`config.mk`:
```
export PLATFORM = sky130hd
export DESIGN_NAME = fib_sweep_ctrl
export DESIGN_NICKNAME = d
export VERILOG_FILES = /design/src/rtl/fib_sweep_ctrl.sv
export SDC_FILE = /design/constraint.sdc
export NUM_CORES = 1
export LEC_CHECK = 0
export BUFFER_PORTS_ARGS = -buffer_cell sky130_fd_sc_hd__buf_4
export CORE_ASPECT_RATIO = 1.2
export CORE_MARGIN = 2
export CORE_UTILIZATION = 46
export CTS_CLUSTER_SIZE = 20
export DETAILED_ROUTE_END_ITERATION = 7
export MAX_ROUTING_LAYER = met4
export PLACE_DENSITY = 0.83
export SYNTH_ARGS = -nofsm -noshare
export SYNTH_HDL_FRONTEND = slang
export SYNTH_SLANG_ARGS = --single-unit
```
`constraint.sdc`:
```
create_clock -name clk -period 1.8 [get_ports clk]
set_input_delay 0 -clock clk [delete_from_list [all_inputs] [get_ports clk]]
set_output_delay 0 -clock clk [all_outputs]
set_load 0.03 [all_outputs]
```
`src/rtl/fib_sweep_ctrl.sv`:
```
// Sweeps n over [n_first, n_last], issuing one Fibonacci core request per n
// and streaming each (n, result, overflow) tuple out over a valid/ready port.
module fib_sweep_ctrl #(
    parameter int INPUT_WIDTH    = 6,
    parameter int OUTPUT_WIDTH   = 32,
    parameter int TIMEOUT_CYCLES = 1024,
    parameter int STOP_ON_OVF    = 1
) (
    input  logic                    clk,
    input  logic                    rst,
    input  logic                    start,
    input  logic [INPUT_WIDTH-1:0]  n_first,
    input  logic [INPUT_WIDTH-1:0]  n_last,
    output logic                    busy,
    output logic                    sweep_done,
    output logic                    err_timeout,
    output logic [INPUT_WIDTH:0]    out_count,
    output logic                    calc_go,
    output logic [INPUT_WIDTH-1:0]  calc_n,
    input  logic [OUTPUT_WIDTH-1:0] calc_result,
    input  logic                    calc_overflow,
    input  logic                    calc_done,
    output logic                    out_valid,
    input  logic                    out_ready,
    output logic [INPUT_WIDTH-1:0]  out_n,
    output logic [OUTPUT_WIDTH-1:0] out_result,
    output logic                    out_overflow
);

    localparam int TW = $clog2(TIMEOUT_CYCLES + 1);
    localparam int CW = INPUT_WIDTH + 1;

    typedef enum logic [2:0] {IDLE, ISSUE, WAIT_LOW, WAIT_HIGH, EMIT} state_e;

    state_e                  state_q, state_d;
    logic [INPUT_WIDTH-1:0]  cur_n_q, cur_n_d;
    logic [INPUT_WIDTH-1:0]  last_n_q, last_n_d;
    logic [TW-1:0]           tmo_q, tmo_d;
    logic                    out_valid_q, out_valid_d;
    logic [INPUT_WIDTH-1:0]  out_n_q, out_n_d;
    logic [OUTPUT_WIDTH-1:0] out_result_q, out_result_d;
    logic                    out_overflow_q, out_overflow_d;
    logic [CW-1:0]           out_count_q, out_count_d;
    logic                    err_timeout_q, err_timeout_d;
    logic                    sweep_done_q, sweep_done_d;

    logic timeout_hit;
    logic sweep_end;

    // The last permitted wait cycle is the one where the counter still reads TIMEOUT_CYCLES-1.
    assign timeout_hit = (tmo_q == TW'(TIMEOUT_CYCLES - 1));
    assign sweep_end   = (cur_n_q == last_n_q) || ((STOP_ON_OVF != 0) && out_overflow_q);

    always_ff @(posedge clk) begin
        if (rst) begin
            state_q        <= IDLE;
            cur_n_q        <= '0;
            last_n_q       <= '0;
            tmo_q          <= '0;
            out_valid_q    <= 1'b0;
            out_n_q        <= '0;
            out_result_q   <= '0;
            out_overflow_q <= 1'b0;
            out_count_q    <= '0;
            err_timeout_q  <= 1'b0;
            sweep_done_q   <= 1'b0;
        end else begin
            state_q        <= state_d;
            cur_n_q        <= cur_n_d;
            last_n_q       <= last_n_d;
            tmo_q          <= tmo_d;
            out_valid_q    <= out_valid_d;
            out_n_q        <= out_n_d;
            out_result_q   <= out_result_d;
            out_overflow_q <= out_overflow_d;
            out_count_q    <= out_count_d;
            err_timeout_q  <= err_timeout_d;
            sweep_done_q   <= sweep_done_d;
        end
    end

    always_comb begin
        state_d = state_q;
        case (state_q)
            IDLE:      if (start && (n_first <= n_last)) state_d = ISSUE;
            ISSUE:     state_d = WAIT_LOW;
            WAIT_LOW: begin
                if (timeout_hit)     state_d = IDLE;
                else if (!calc_done) state_d = WAIT_HIGH;
            end
            WAIT_HIGH: begin
                if (calc_done)        state_d = EMIT;
                else if (timeout_hit) state_d = IDLE;
            end
            EMIT:      if (out_ready) state_d = sweep_end ? IDLE : ISSUE;
            default:   state_d = IDLE;
        endcase
    end

    always_comb begin
        cur_n_d        = cur_n_q;
        last_n_d       = last_n_q;
        tmo_d          = tmo_q;
        out_valid_d    = out_valid_q;
        out_n_d        = out_n_q;
        out_result_d   = out_result_q;
        out_overflow_d = out_overflow_q;
        out_count_d    = out_count_q;
        err_timeout_d  = err_timeout_q;
        sweep_done_d   = 1'b0;
        case (state_q)
            IDLE: begin
                if (start) begin
                    cur_n_d       = n_first;
                    last_n_d      = n_last;
                    out_count_d   = '0;
                    err_timeout_d = 1'b0;
                    sweep_done_d  = (n_first > n_last);
                end
            end
            ISSUE: tmo_d = '0;
            WAIT_LOW: begin
                tmo_d = tmo_q + TW'(1);
                if (timeout_hit) begin
                    err_timeout_d = 1'b1;
                    sweep_done_d  = 1'b1;
                end
            end
            WAIT_HIGH: begin
                tmo_d = tmo_q + TW'(1);
                if (calc_done) begin
                    out_valid_d    = 1'b1;
                    out_n_d        = cur_n_q;
                    out_result_d   = calc_result;
                    out_overflow_d = calc_overflow;
                end else if (timeout_hit) begin
                    err_timeout_d = 1'b1;
                    sweep_done_d  = 1'b1;
                end
            end
            EMIT: begin
                // End test happens before the increment, so n_last at the top of range never wraps.
                if (out_ready) begin
                    out_valid_d = 1'b0;
                    out_count_d = out_count_q + CW'(1);
                    if (sweep_end) sweep_done_d = 1'b1;
                    else           cur_n_d      = cur_n_q + INPUT_WIDTH'(1);
                end
            end
            default: ;
        endcase
    end

    always_comb begin
        busy    = (state_q != IDLE);
        calc_go = (state_q == ISSUE);
    end

    assign calc_n       = cur_n_q;
    assign sweep_done   = sweep_done_q;
    assign err_timeout  = err_timeout_q;
    assign out_count    = out_count_q;
    assign out_valid    = out_valid_q;
    assign out_n        = out_n_q;
    assign out_result   = out_result_q;
    assign out_overflow = out_overflow_q;

endmodule
```
**Yosys cells after proc, flatten, opt, wreduce, memory -nomap -nowiden**

Index checks and enable logic that the tools add are counted.

- Reductions and logical operators: 16
- Multiplexer cells: 29
- Equal/unequal tests: 14
- Add/subtract/negate cells: 3
- Order comparisons: 2

Operator list:

| cell | count |
|---|---|
| 11-bit one-hot mux with 2 select lines | 1 |
| 3-bit two-way mux | 6 |
| 6-bit two-way mux | 3 |
| 3-bit one-hot mux with 5 select lines | 1 |
| 7-bit two-way mux | 2 |
| 7-bit one-hot mux with 2 select lines | 1 |
| 2-bit != test (second input constant) | 6 |
| 6-bit one-hot mux with 2 select lines | 1 |
| 11-bit by 1-bit adder with 11-bit output (second input constant) | 1 |
| 11-bit by 10-bit == test with 1-bit output (second input constant) | 1 |
| 1-bit two-way mux | 11 |
| 3-bit AND reduction | 3 |
| 4-bit AND reduction | 2 |
| 7-bit by 1-bit adder with 7-bit output (second input constant) | 1 |
| 6-bit by 1-bit adder with 6-bit output (second input constant) | 1 |
| 3-bit by 2-bit == test with 1-bit output (second input constant) | 2 |
| 6-bit == test | 1 |
| 6-bit greater-than comparator | 1 |
| 6-bit less-or-equal comparator | 1 |
| 3-bit != test (second input constant) | 2 |
| 2-bit nonzero test | 3 |
| 3-bit nonzero test | 2 |
| 1-bit one-hot mux with 4 select lines | 1 |
| 2-bit AND reduction | 2 |
| other kinds (8) | 8 |

- Input port bits: 50
- Logic and storage cells: 75
- Bits in registers: 75

**Depth between registers and ports, before layout**

Gate-level depths: netlist of the first run.

- Word-level depth: 5
- Gate-level depth with buffers: 8
- Depth with buffers taken out: 7

**Worst setup path after synthesis of the first run**

Ideal clock, no wire load.

- Kind: reg-to-reg
- Start point: register state_q[0]
- End point: register cur_n_q[3], in the netlist calc_n[3]
- Data required time: 1.663 ns
- Path slack: -0.036 ns
- Buffers on the path: 4
- Arrival time: 1.699 ns
- Cell stages (with the launch flop): 9
- Period minus slack after synthesis: 1.836 ns
- Library setup time: 0.137 ns
- Cells stage by stage: dfxtp_1 > buf_6 > or3_4 > buf_6 > or2_0 > buf_2 > buf_2 > a22oi_1 > o32ai_2

- Cells in the longest elaborated chain, start to end: 3
- Elaborated cells on any way between the ends: 8

RTL lines:

| what | line | text |
|---|---|---|
| start: declaration | 35 | `state_e state_q, state_d;` |
| start signal: assignment | 68 | `state_q <= state_d;` |
| 3-bit == test / 3-bit logical NOT (equally long branches) | 111 | `case (state_q)` |
| 2-bit != test (no line) / 2-bit nonzero test (equally long branches) | -- |  |
| 4-bit AND reduction (no line) | -- |  |
| end signal: assignment | 69 | `cur_n_q <= cur_n_d;` |
| end: declaration | 36 | `logic [INPUT_WIDTH-1:0] cur_n_q, cur_n_d;` |

Parallel ways exist; a longest one is shown, timed or not.
A chain may end at the register's enable or synchronous reset.

**Worst setup path in the final report of the first run**

- Start point: register state_q[1]
- End point: register cur_n_q[2], in the netlist calc_n[2]

The elaborated chain is that of the path after synthesis.

==> results of run 1 <==
[final cells by class]
class / instances / share of cell area (%)
Tap cell: 90 / 2.30
Clock inverter: 5 / 0.664
Multi-Input combinational cell: 306 / 35.1
Clock buffer: 9 / 2.53
Timing Repair Buffer: 167 / 27.9
Inverter: 11 / 0.842
Sequential cell: 75 / 30.6
[repair_timing]
| item | 4_1_cts | 5_1_grt |
|---|---|---|
| setup endpoints to repair | 0 | 8 |
| resized for setup | 0 | 5 |
| hold buffers | 41 | 0 |
| endpoints found under the hold margin | 42 | 0 |
[final timing paths]
| kind | startpoint | to | slack [ns] |
|---|---|---|---|
| setup / recovery | state_q[1] | calc_n[2] | 0.1 |
| hold / removal | n_first[4] | calc_n[4] | 0.05 |
| setup reg to reg | state_q[1] | calc_n[2] | 0.1 |
| hold reg to reg | out_result[9] | out_result[9] | 0.46 |
[power by group through the flow]
stage | logic [mW] | registers, mW | clock network (mW)
after floorplan | 0.523 | 1.91 | 0
after global placement | 0.878 | 1.83 | 0
after detailed placement | 0.899 | 1.83 | 0
after CTS | 0.975 | 1.79 | 1.11
after global routing | 1.07 | 1.80 | 1.18
final | 0.994 | 1.80 | 1.07
[routing by layer]
metal	track usage, %	routed length, um
met1	26.7	3700
met2	41.7	5060
met3	5.30	462
met4	11.5	325
met5	-	0
[metrics by stage]
stage           TNS, ns  std cells  setup slack [ns]
3_3_place_gp          0        608             0.106
2_1_floorplan   -0.0100        419          -0.00527
3_5_place_dp          0        608            0.0568
5_1_grt        -0.00406        663          -0.00406
4_1_cts               0        663            0.0416
6_report              0        663            0.0957
[flip-flops by register name, summed over array words and instances, names as in the netlist]
register,cells
last_n_q,6
calc_n,6
tmo_q,11
out_valid,1
sweep_done,1
out_result,32
out_n,6
state_q,3
err_timeout,1
out_overflow,1
out_count,7
[worst max-delay path, delay by kind of cell, from the launching register on]
kind / cells / cell delay [ns]
AOI/OAI and AO/OA: 2 / 0.62
and+or+nand+nor: 3 / 0.51
DFF: 1 / 0.32
buffers and inverters: 1 / 0.17
[cell usage after synthesis, drive strengths merged, types with 3 or more instances]
cell | n | area [um^2]
a21o | 3 | 22.5
a21oi | 63 | 315
a22oi | 8 | 60.1
and3 | 3 | 18.8
buf | 8 | 57.6
clkbuf | 19 | 71.3
dfxtp | 75 | 1500
ha | 9 | 113
inv | 11 | 41.3
mux2 | 3 | 33.8
nand2 | 108 | 405
nand3 | 15 | 75.1
nand4 | 5 | 31.3
nor2 | 30 | 131
nor2b | 3 | 18.8
nor3 | 5 | 25.0
o21ai | 6 | 30.0
o32ai | 4 | 65.1
or2 | 4 | 25.0
or3 | 4 | 30.0
xor2 | 9 | 78.8
[kinds of logic (layout without fill, tap and decap cells)]
group | count (synthesis) | after routing | synth area share, %
and+or+nand+nor | 186 | 186 | 24.8
AOI/OAI and AO/OA | 99 | 99 | 18.9
DFF | 75 | 75 | 44.6
buffers and inverters | 38 | 192 | 5.06
adders and majority gates | 9 | 9 | 3.35
xor gates and xnor gates | 9 | 9 | 2.34
muxes | 3 | 3 | 1.00
==> results.cfg, run 1 <==
[status]
status = completed

[synth]
synth_warnings = 0
ys_seq_area_share_pct = 44.6
avgSynthCellArea_um2 = 8.03
synthArstFlopShare_pct = 0
synth_seq_cells = 75
synthFlopType = dfxtp_1
syn_area_um2 = 3370
synth_cells = 419
synth_cell_types = 50
synth_nets = 478
synth-edff-count = 0

[sta]
whs_ns = 0.0469
fin_skew_ns = 0.0102
slew_violations = 0
min_period_ns = 1.70
fin_crit_sh_pct = 94.7
tightestPinTransition_ns = 0.458
hold_violations = 0
relSlewSlack_pct = 69.5
max_freq_ghz = 0.587
finalSetupViolCount = 0
rsz0062_at_grt = true

[critical_path]
path_class = reg -> reg
path_cells = buf_4 -> nor2_2 -> nand3_1 -> a211o_4 -> and2_4 -> o32ai_2
cp-start-kind = flip-flop
cp_data_required_time_ns = 2.06
crit_slowest_cell = a211o_4
cp-end-kind = flip-flop
rr_worst_depth = 6
crit_path_max_fanout = 11
critPathMaxStageDelay_ns = 0.37
cp.arrival_ns = 1.96

[floorplanning]
die_area_um2 = 8020
initial_utilization_pct = 46.8
die_y_um = 97.7
std_cell_rows = 34
core-area_um2 = 7190
die_w_um = 82.1
top_level_ports = 107

[power]
p_leak_nw = 2.07
p_clk_share_pct = 27.8
pwr-share-comb_pct = 25.7
fin_total_pwr_mw = 3.86
internal-power_mw = 2.66
irDropWorstVdd_uv = 565
power_frac_seq_pct = 46.5
powerDensity_nw_per_um2 = 788
swShare_pct = 31.3
p_switching_mw = 1.21

[placement]
placed_area_um2 = 4320
gp_congestion = 0.888
io_buffers = 106
dpl.hpwl_um = 6530

[clock_tree]
tritoncts = done
clock_path_buffers = 2
cts_root_buf = clkbuf_8
clkTransAtPathRegs_ns = 0.08
cts_sinks = 75
clkLatencyLatePin_ns = 0.34
cts-htree-levels = 3
cts-buffers-inserted = 9
post_cts_buffers = 0

[finish]
fillerInstances = 567
diodes = 0
multi_input_area_um2 = 1720
post-route-util_pct = 68.2
layout_commonest_cell = buf_4
layout_common_cells = 125 x buf_4, 108 x nand2_1, 75 x dfxtp_1
syn_to_final_growth_pct = 45.7
seq_area_um2 = 1500
final_nets = 629
fin_area_um2 = 4900
layout-drive-gt1-share_pct = 28.4

[global_route]
track_usage_pct = 24.6
grt_max_degree = 41
overflow = 0
grt_pass1_vias = 3366
grt_pass1_wl_um = 15000
antenna_found_initial = 0

[job]
maxCapViolations = 0

[drt]
routed_wl_um = 9540
drc_errors = 0
via_per_inst = 5.27
drtIter0Drc = 179
first_pass_iters = 4
wl_per_cell_um = 14.4
num_vias = 3495
antenna_left = 0

[worst_hold_path]
hp-class = in -> reg
holdPathStages = 3
Power figures use the tool's default switching activity.
==> run 2: changes to the inputs <==
- CORE_ASPECT_RATIO: 1.2 -> not set
- PLACE_DENSITY: 0.83 -> 0.76
==> run 2 against run 1 <==
Effect of this change:
- combinational power grew 4%
- global-route usage shrank 0.067 points
- final cell count grew 1.5%
- highest routed layer unchanged
- critical path type unchanged
==> results.cfg, run 2 (synthesis results as in run 1) <==
[sta]
max_freq_ghz = 0.588
finalSetupViolCount = 0
hold_violations = 0
fin_crit_sh_pct = 94.5
slew_violations = 0
rsz0062_at_grt = false
fin_skew_ns = 0.0103
relSlewSlack_pct = 69.8
setup_tns_ns = 0
tightestPinTransition_ns = 0.453
min_period_ns = 1.70

[power]
pwr-share-comb_pct = 23.6
fin_total_pwr_mw = 4.35
irDropWorstVdd_uv = 506
internal-power_mw = 3.10
p_switching_mw = 1.25
powerDensity_nw_per_um2 = 871
p_clk_share_pct = 35.3
power_frac_seq_pct = 41.1
swShare_pct = 28.7
p_leak_nw = 2.11

[clock_tree]
clock_path_buffers = 2
cts-htree-levels = 3
clkLatencyLatePin_ns = 0.35
clkTransAtPathRegs_ns = 0.08
cts_root_buf = clkbuf_8
cts-buffers-inserted = 9
tritoncts = done
cts_sinks = 75

[placement]
io_buffers = 106
gp_congestion = 0.924
dpl.hpwl_um = 6480

[job]
maxCapViolations = 0

[floorplanning]
die_area_um2 = 8020
initial_utilization_pct = 46.9
top_level_ports = 107
core-area_um2 = 7180
std_cell_rows = 31
die_w_um = 89.5
die_y_um = 89.5

[worst_hold_path]
hp-class = in -> reg
holdPathStages = 3
holdPathEnd = calc_n[4]
hold_start = n_first[4]

[global_route]
grt_pass1_wl_um = 14700
overflow = 0
grt_pass1_vias = 3226
grt_max_degree = 41
track_usage_pct = 24.5
antenna_found_initial = 0

[critical_path]
crit_path_max_fanout = 8
cp-start-kind = flip-flop
r2r-end = out_count[4]
reg2reg_slack_ns = 0.1
timing.rr.start = state_q[1]
rr_worst_depth = 5
cp_data_required_time_ns = 2.03
path_class = reg -> reg
cp-end-kind = flip-flop
cp.arrival_ns = 1.93

[finish]
syn_to_final_growth_pct = 48.4
diodes = 0
fillerInstances = 547
final_nets = 629
layout_commonest_cell = buf_4
layout-drive-gt1-share_pct = 28.4
largest_reg_flops = 32
layout_common_cells = 125 x buf_4, 108 x nand2_1, 75 x dfxtp_1

[drt]
num_vias = 3491
drtIter0Drc = 166
drc_errors = 0
routed_wl_um = 9730
via_per_inst = 5.19
first_pass_iters = 4
wl_per_cell_um = 14.5
antenna_left = 0

[status]
status = completed
==> run 2: changes by cell type in the layout (fill, tap and decap cells not counted), sizes merged <==
cell	change
inv	+1
bufinv	+3
clkinvlp	-3
==> run 2: final cells by class <==
type | count | area [um^2] | area share, %
clock buffer | 9 | 124 | 2.48
clock inverter | 6 | 113 | 2.26
inverter | 11 | 41.3 | 0.827
multi-input combinational | 306 | 1720 | 34.5
sequential | 75 | 1500 | 30.1
tap | 99 | 124 | 2.48
timing repair buffer | 167 | 1370 | 27.4
==> run 2: worst max-delay path by stage <==
stage               startpoint        endpoint  slack [ns]  depth (start not counted)
finish              state_q[1]    out_count[4]         0.1                          5
global route        state_q[2]  out_result[22]      0.0007                          7
CTS                  calc_n[4]       calc_n[0]        0.07                          5
detailed placement  state_q[1]       calc_n[0]        0.08                          6
global placement    state_q[1]       calc_n[0]        0.16                          6
floorplan           state_q[2]       calc_n[0]      -0.005                          8
==> run 2: routing by layer <==
| layer | global-route usage (%) | wire, um | part of all wire [%] |
|---|---|---|---|
| met5 | - | 0 | 0 |
| met4 | 10.9 | 312 | 3.2 |
| met3 | 5.26 | 404 | 4.2 |
| met2 | 40.7 | 4960 | 51 |
| met1 | 28.3 | 4060 | 42 |
==> run 2: critical path: stages (launching register included) <==
cell and delay (ns):
dfxtp_1 0.32, or3_4 0.43, or2_0 0.37, buf_4 0.24, nand2_1 0.16, nor2_1 0.07
==> run 2: power by group through the flow <==
stage	logic, mW	clock network (mW)	registers [mW]
CTS	1.00	1.57	1.78
detailed placement	0.925	0	1.82
finish	1.03	1.53	1.79
floorplan	0.523	0	1.91
global route	1.11	1.66	1.79
global placement	0.906	0	1.82
==> run 2: metrics by stage <==
stage | std cells | cell area [um^2] | hold slack, ns | setup slack (ns) | util (%)
2_1_floorplan | 419 | 3380 | 0.136 | -0.00527 | -
3_5_place_dp | 617 | 4330 | 0.254 | 0.0816 | 60.3
5_1_grt | 673 | 4990 | 0.0379 | 0.000685 | 69.6
4_1_cts | 673 | 4970 | 0.0288 | 0.0747 | 69.3
3_3_place_gp | 617 | 4330 | 0.246 | 0.162 | 60.3
6_report | 673 | 4990 | 0.0500 | 0.0990 | 69.6
==> run 2: what timing repair did <==
action,4_1_cts,5_1_grt
setup endpoints to repair,0,6
hold buffers,41,0
resized for setup,0,3
buffers inserted,0,0
hold endpoints to repair,42,0
